**config.mk**
```make
export PLATFORM = sky130hd
export DESIGN_NAME = microcode_unit
export DESIGN_NICKNAME = d
export VERILOG_FILES = /design/src/rtl/microcode_unit.sv
export SDC_FILE = /design/constraint.sdc
export NUM_CORES = 1
export LEC_CHECK = 0
export ABC_AREA = 0
export CORE_MARGIN = 10
export CORE_UTILIZATION = 35
export CTS_BUF_LIST = sky130_fd_sc_hd__clkbuf_16
export DETAILED_ROUTE_END_ITERATION = 16
export HOLD_SLACK_MARGIN = 0.06
export PLACE_DENSITY = 0.72
export SETUP_SLACK_MARGIN = 0.05
export SYNTH_ARGS = -nofsm -noshare
export SYNTH_HDL_FRONTEND = slang
export SYNTH_SLANG_ARGS = --single-unit
```
**constraint.sdc**
```tcl
create_clock -name clk -period 3.55 [get_ports clk]
set_input_delay 1.065 -clock clk [delete_from_list [all_inputs] [get_ports clk]]
set_output_delay 1.065 -clock clk [all_outputs]
set_load 0.05 [all_outputs]
```
**src/rtl/microcode_unit.sv**
```systemverilog
// Linear microcode fetch/issue unit: addresses a combinational micro-op store, registers
// the two-slot bundle and issues it, halting on a terminator. Optional MICROCODE_BUNDLE_COUNT_EN.
//
//   state   | meaning
//   ST_RUN  | fetching and issuing one bundle per cycle
//   ST_HALT | terminator seen; valids low, everything else frozen until reset
module microcode_unit #(
    parameter int UOP_BUF_SIZE           = 128,
    parameter int UOP_BUF_WIDTH          = 72,
    parameter int MAX_PREDICT_DEPTH_BITS = 2
) (
    input  logic                              clk,
    input  logic                              reset,
    output logic [$clog2(UOP_BUF_SIZE)-1:0]   uop_addr,
    input  logic [UOP_BUF_WIDTH-1:0]          uop,
    output logic [31:0]                       slot0_instr,
    output logic [31:0]                       slot1_instr,
    output logic [MAX_PREDICT_DEPTH_BITS-1:0] slot0_tag,
    output logic [MAX_PREDICT_DEPTH_BITS-1:0] slot1_tag,
    output logic                              slot0_valid,
    output logic                              slot1_valid,
    output logic                              slot0_flag,
    output logic                              slot1_flag,
    output logic                              halted
`ifdef MICROCODE_BUNDLE_COUNT_EN
    ,
    output logic [31:0]                       bundle_count
`endif
);

    localparam int ADDR_W = $clog2(UOP_BUF_SIZE);
    localparam int SLOT_W = 36;

    typedef enum logic [0:0] {
        ST_RUN  = 1'b0,
        ST_HALT = 1'b1
    } state_t;

    state_t state, state_nxt;

    logic [SLOT_W-1:0] slot0_raw, slot1_raw;
    logic              term0, term1;
    logic              load_fields;
    logic              valid0_nxt, valid1_nxt;
    logic [ADDR_W-1:0] addr_nxt;

    assign slot0_raw = uop[2*SLOT_W-1 -: SLOT_W];
    assign slot1_raw = uop[SLOT_W-1:0];
    assign term0     = (slot0_raw[35:4] == 32'd0);
    assign term1     = (slot1_raw[35:4] == 32'd0);

    always_ff @(posedge clk) begin
        if (reset) begin
            state       <= ST_RUN;
            uop_addr    <= '0;
            slot0_instr <= '0;
            slot1_instr <= '0;
            slot0_tag   <= '0;
            slot1_tag   <= '0;
            slot0_valid <= 1'b0;
            slot1_valid <= 1'b0;
            slot0_flag  <= 1'b0;
            slot1_flag  <= 1'b0;
        end else begin
            state       <= state_nxt;
            uop_addr    <= addr_nxt;
            slot0_valid <= valid0_nxt;
            slot1_valid <= valid1_nxt;
            if (load_fields) begin
                slot0_instr <= slot0_raw[35:4];
                slot1_instr <= slot1_raw[35:4];
                slot0_tag   <= slot0_raw[2 +: MAX_PREDICT_DEPTH_BITS];
                slot1_tag   <= slot1_raw[2 +: MAX_PREDICT_DEPTH_BITS];
                slot0_flag  <= slot0_raw[0];
                slot1_flag  <= slot1_raw[0];
            end
        end
    end

    always_comb begin
        state_nxt = state;
        if (state == ST_RUN && (term0 || term1)) begin
            state_nxt = ST_HALT;
        end
    end

    // A slot-0 terminator kills the whole bundle; a slot-1 terminator only kills slot 1.
    always_comb begin
        load_fields = 1'b0;
        valid0_nxt  = 1'b0;
        valid1_nxt  = 1'b0;
        addr_nxt    = uop_addr;
        if (state == ST_RUN) begin
            load_fields = 1'b1;
            valid0_nxt  = slot0_raw[1] & ~term0;
            valid1_nxt  = slot1_raw[1] & ~term0 & ~term1;
            if (!term0 && !term1) begin
                addr_nxt = uop_addr + 1'b1;
            end
        end
    end

    assign halted = (state == ST_HALT);

`ifdef MICROCODE_BUNDLE_COUNT_EN
    always_ff @(posedge clk) begin
        if (reset) begin
            bundle_count <= '0;
        end else if ((valid0_nxt || valid1_nxt) && (bundle_count != '1)) begin
            bundle_count <= bundle_count + 32'd1;
        end
    end
`endif

endmodule

```
* Word-level counts from Yosys, hierarchy flattened
Cells that the tools add are included.
** Word-level totals
- Input port bits :: 74
- Output and inout bits :: 80
- Word-level logic and storage cells :: 26
- Register bits after elaboration :: 80
** Operators by class
- Reduce and logical (&&, ||, !) cells :: 9
- $add $sub $neg :: 1
- Bitwise gates (word level) :: 6
** Operator list (count)
- $logic_not A32 Y1 :: 2
- $add A7 B1 Y7 const B :: 1
- $and A1 B1 Y1 :: 3
- $not A1 Y1 :: 3
- $logic_and A1 B1 Y1 :: 2
- $logic_not A1 Y1 :: 2
- $reduce_and A2 Y1 :: 1
- $reduce_or A2 Y1 :: 1
- $logic_or A1 B1 Y1 :: 1

* Logic depth before layout (Yosys ltp)
- Depth after elaboration :: 4
- Gate-level depth with buffers :: 6
- Depth with buffers taken out :: 5

* Worst setup path before layout
Ideal clock, no wire load.
- Path type :: input -> register
- From :: in uop[48]
- To :: reg uop_addr[0]
- Stages :: 6
- Library setup time :: 0.121 ns
- Buffers on the path :: 1
- Path slack :: 1.305 ns
- Data arrival time :: 2.124 ns
- Required time :: 3.429 ns
- Path through :: nor4_2 nand4_1 o21bai_4 buf_8 nor2_4 mux2_4
** On the way
- Cells in the longest elaborated chain, start to end :: 4
** Ends and longest elaborated chain
- start, declared :: RTL line 15 : input logic [UOP_BUF_WIDTH-1:0] uop,
- $logic_not A32 Y1 :: RTL line 49 : assign term0 = (slot0_raw[35:4] == 32'd0);
- $logic_not A1 Y1 :: RTL line 97 : if (!term0 && !term1) begin
- $logic_and A1 B1 Y1 :: RTL line 97
- $reduce_and A2 Y1 (no line)
- end signal, assigned :: RTL line 66 : uop_addr <= addr_nxt;
- end, declared :: RTL line 14 : output logic [$clog2(UOP_BUF_SIZE)-1:0] uop_addr,
No other way between the ends.
A chain may end at the register's enable or synchronous reset.

* Worst setup path after layout
- From :: reg state, in the netlist halted
- To :: out halted
** RTL lines
- start, declared :: RTL line 39 : state_t state, state_nxt;
- start signal, assigned :: RTL line 65 : state <= state_nxt;
- end, declared :: RTL line 24 : output logic halted
No word-level cell between the ends.

==> results.cfg <==
[outcome]
status = completed

[setup_path]
rr_startpoint = halted
worst-path-buf-inv = 1
critPathTopFamily = buffers and inverters
crit_chain = clkdlybuf4s50_1
crit_type = reg2out
r2r_setup_slack_ns = 1.74
critPathMaxStageDelay_ns = 0.91
end_kind = primary output
cp_data_required_time_ns = 2.48
reg2reg_to = slot0_instr[12]
slowest_stage = clkdlybuf4s50_1
worst_ep_arrival_time_ns = 1.92
path_max_fanout = 32
worstRegToRegCells = 3
worstSetupStartpointType = flop

[global_route]
grt_max_degree = 42
grt_pass1_vias = 2848
grt_pass1_wl_um = 14600
grt-ovfl-total = 0
antenna_found_initial = 0
grt_usage_pct = 13.8

[die]
io_pins = 154
initial_utilization_pct = 35.6
design.die.area_sq_um = 12900
row_count = 34
die_w_um = 113
core_area_sq_um = 8590
die_h_um = 113

[final_layout]
syn2layout_area_growth_pct = 62.2
stdcell_area_sq_um = 4960
fin_nets = 517
fill_cells = 772
drive_above_1_share_pct = 6.05
n_antenna_cell = 0
instances_no_fill = 554

[yosys]
synth_area_leaders = dfxtp_1, mux2i_1, nor2_1
synth_warnings = 0
synth.net_count = 368
yosys.area.top_type = dfxtp_1
synthCells = 293
synthesis.area_sq_um = 3060
yosys_register_bits = 80
synth_top_area_share_pct = 52.4
ys_types = 26
syn_avg_cell_area_sq_um = 10.4
ys_seq_area_share_pct = 52.4

[cts]
root_buffer = clkbuf_16
clockBufferDepth = 2
post_cts_buffers = 0
cts_tree = yes
cts_sinks = 80
worstSkewPairLatency_ns = 0.33
cts_resized = 0
clk_pin_slew_worst_paths_ns = 0.06
cts_max_level = 3
cts.hold.buffers_added = 0
cts_buffers = 9

[hold_path]
hold_class = reg2reg
hold_depth = 2
hold_path_startpoint = uop_addr[6]
holdPathEnd = uop_addr[6]

[placed_design]
dp_cells = 539
dpl_cell_area_sq_um = 4660
numPortBuffers = 153
hpwl_um = 6980
gp_congestion = 0.763

[drt]
viasPerCell = 4.90
drcViolationCount = 0
drt-initial-drc-count = 96
drt-total-wl_um = 9100
drtAntennaViolNets = 0
wl_per_cell_um = 16.4
dr.pass1.iters = 4
vias = 2712

[timing]
setup_viol = 0
rsz0062_at_grt = false
min_period_ns = 2.98
tns_ns = 0
relSlewSlack_pct = 54.0
fin_skew_ns = 0.00731
hold_ws_ns = 0.484
drv_slew = 0
hold_viol_final = 0
fmax_ghz = 0.335
tightestPinTransition_ns = 0.690
period_share_pct = 84.0

[pwr]
power.density_nw_per_um2 = 469
peakVddDrop_mv = 0.220
power_mw = 2.33
p_leak_nw = 1.74

[flow_run]
maxCapViolations = 0
## per-stage QoR
stage	util (%)	worst slack, ns
6_report	57.7	0.568
5_1_grt	57.7	0.491
4_1_cts	57.7	0.525
3_5_place_dp	54.2	0.537
3_3_place_gp	54.2	0.498
2_1_floorplan	-	1.30
## cell families after synthesis
group	Yosys count	synth area share, %
flip-flops	80	52.4
adder cells (fa/ha/maj)	1	0.409
AND/OR/NAND/NOR	109	17.5
multiplexers	72	23.7
buffers and inverters	20	3.35
AO/OA/AOI/OAI	11	2.66
## power breakdown
part	switching, mW	internal (mW)	leakage (nW)
registers	0.0250	0.944	0.666
clock network	0.353	0.581	0.147
logic	0.247	0.175	0.931
## cells in the final DEF (no fill, tap or decap)
cell               n
a21oi_1            5
and2_1             1
buf_2              1
buf_4              4
bufinv_16          1
clkbuf_16         10
clkdlybuf4s50_1  152
clkinv_1           1
clkinv_2           1
clkinv_4           1
clkinvlp_4         1
dfxtp_1           79
dfxtp_4            1
ha_1               1
inv_1              1
mux2_4             1
mux2i_1           71
nand2_1            1
nand2b_1           2
nand3_1            1
nand4_1            6
nor2_1            73
nor2_4             1
nor2b_1            1
nor3b_1            1
nor4_1            12
nor4_2             4
nor4b_1            1
o21bai_4           1
o31ai_1            5
or4_1              5
## cell type report
| class | count | area [sq um] | share of cell area, % |
|---|---|---|---|
| flip-flops and latches | 80 | 1610 | 32.4 |
| inverters | 1 | 3.75 | 0.0757 |
| repair buffers | 157 | 1560 | 31.4 |
| clock inverters | 5 | 55.1 | 1.11 |
| clock buffers | 10 | 250 | 5.04 |
| multi-input cells | 193 | 1360 | 27.3 |
| well taps | 108 | 135 | 2.72 |
## synthesized netlist by cell type, drive strengths merged
master  instances
and2            1
nor4           16
mux2i          71
or4             5
nor3b           1
inv             1
mux2            1
nand2b          2
o21bai          1
clkbuf          8
ha              1
o31ai           5
nand3           1
nor2           74
nor2b           1
buf            11
nand2           1
a21oi           5
nand4           6
dfxtp          80
nor4b           1
## metal layers
layer  track usage (%)  share of wire, %  vias to the layer above
li1                  -                 -                     1329
met1              15.3                42                     1270
met2              22.2                46                      103
met3              7.45                11                       10
met4              4.31               1.1                        0
met5                 0                 0                        -
## state kept, by name, indices dropped and copies added, names as in the netlist
name	flops
slot0_instr	32
slot1_instr	32
uop_addr	7
slot1_flag	1
slot0_tag	2
slot1_tag	2
halted	1
slot1_valid	1
slot0_valid	1
slot0_flag	1
## worst min-delay path, delay by kind of cell, from the launching register on
family / cells / cell delay (ns)
flops: 1 / 0.32
compound gates: 2 / 0.11
## worst max-delay path by stage
stage	slack, ns	to	cells after the start	start
finish	0.57	halted	1	halted
global route	0.49	halted	1	halted
CTS	0.52	halted	1	halted
detailed placement	0.54	uop_addr[0]	7	uop[35]
global placement	0.50	uop_addr[0]	7	uop[35]
floorplan	1.30	uop_addr[0]	6	uop[48]
(Power assumes the default switching activity.)
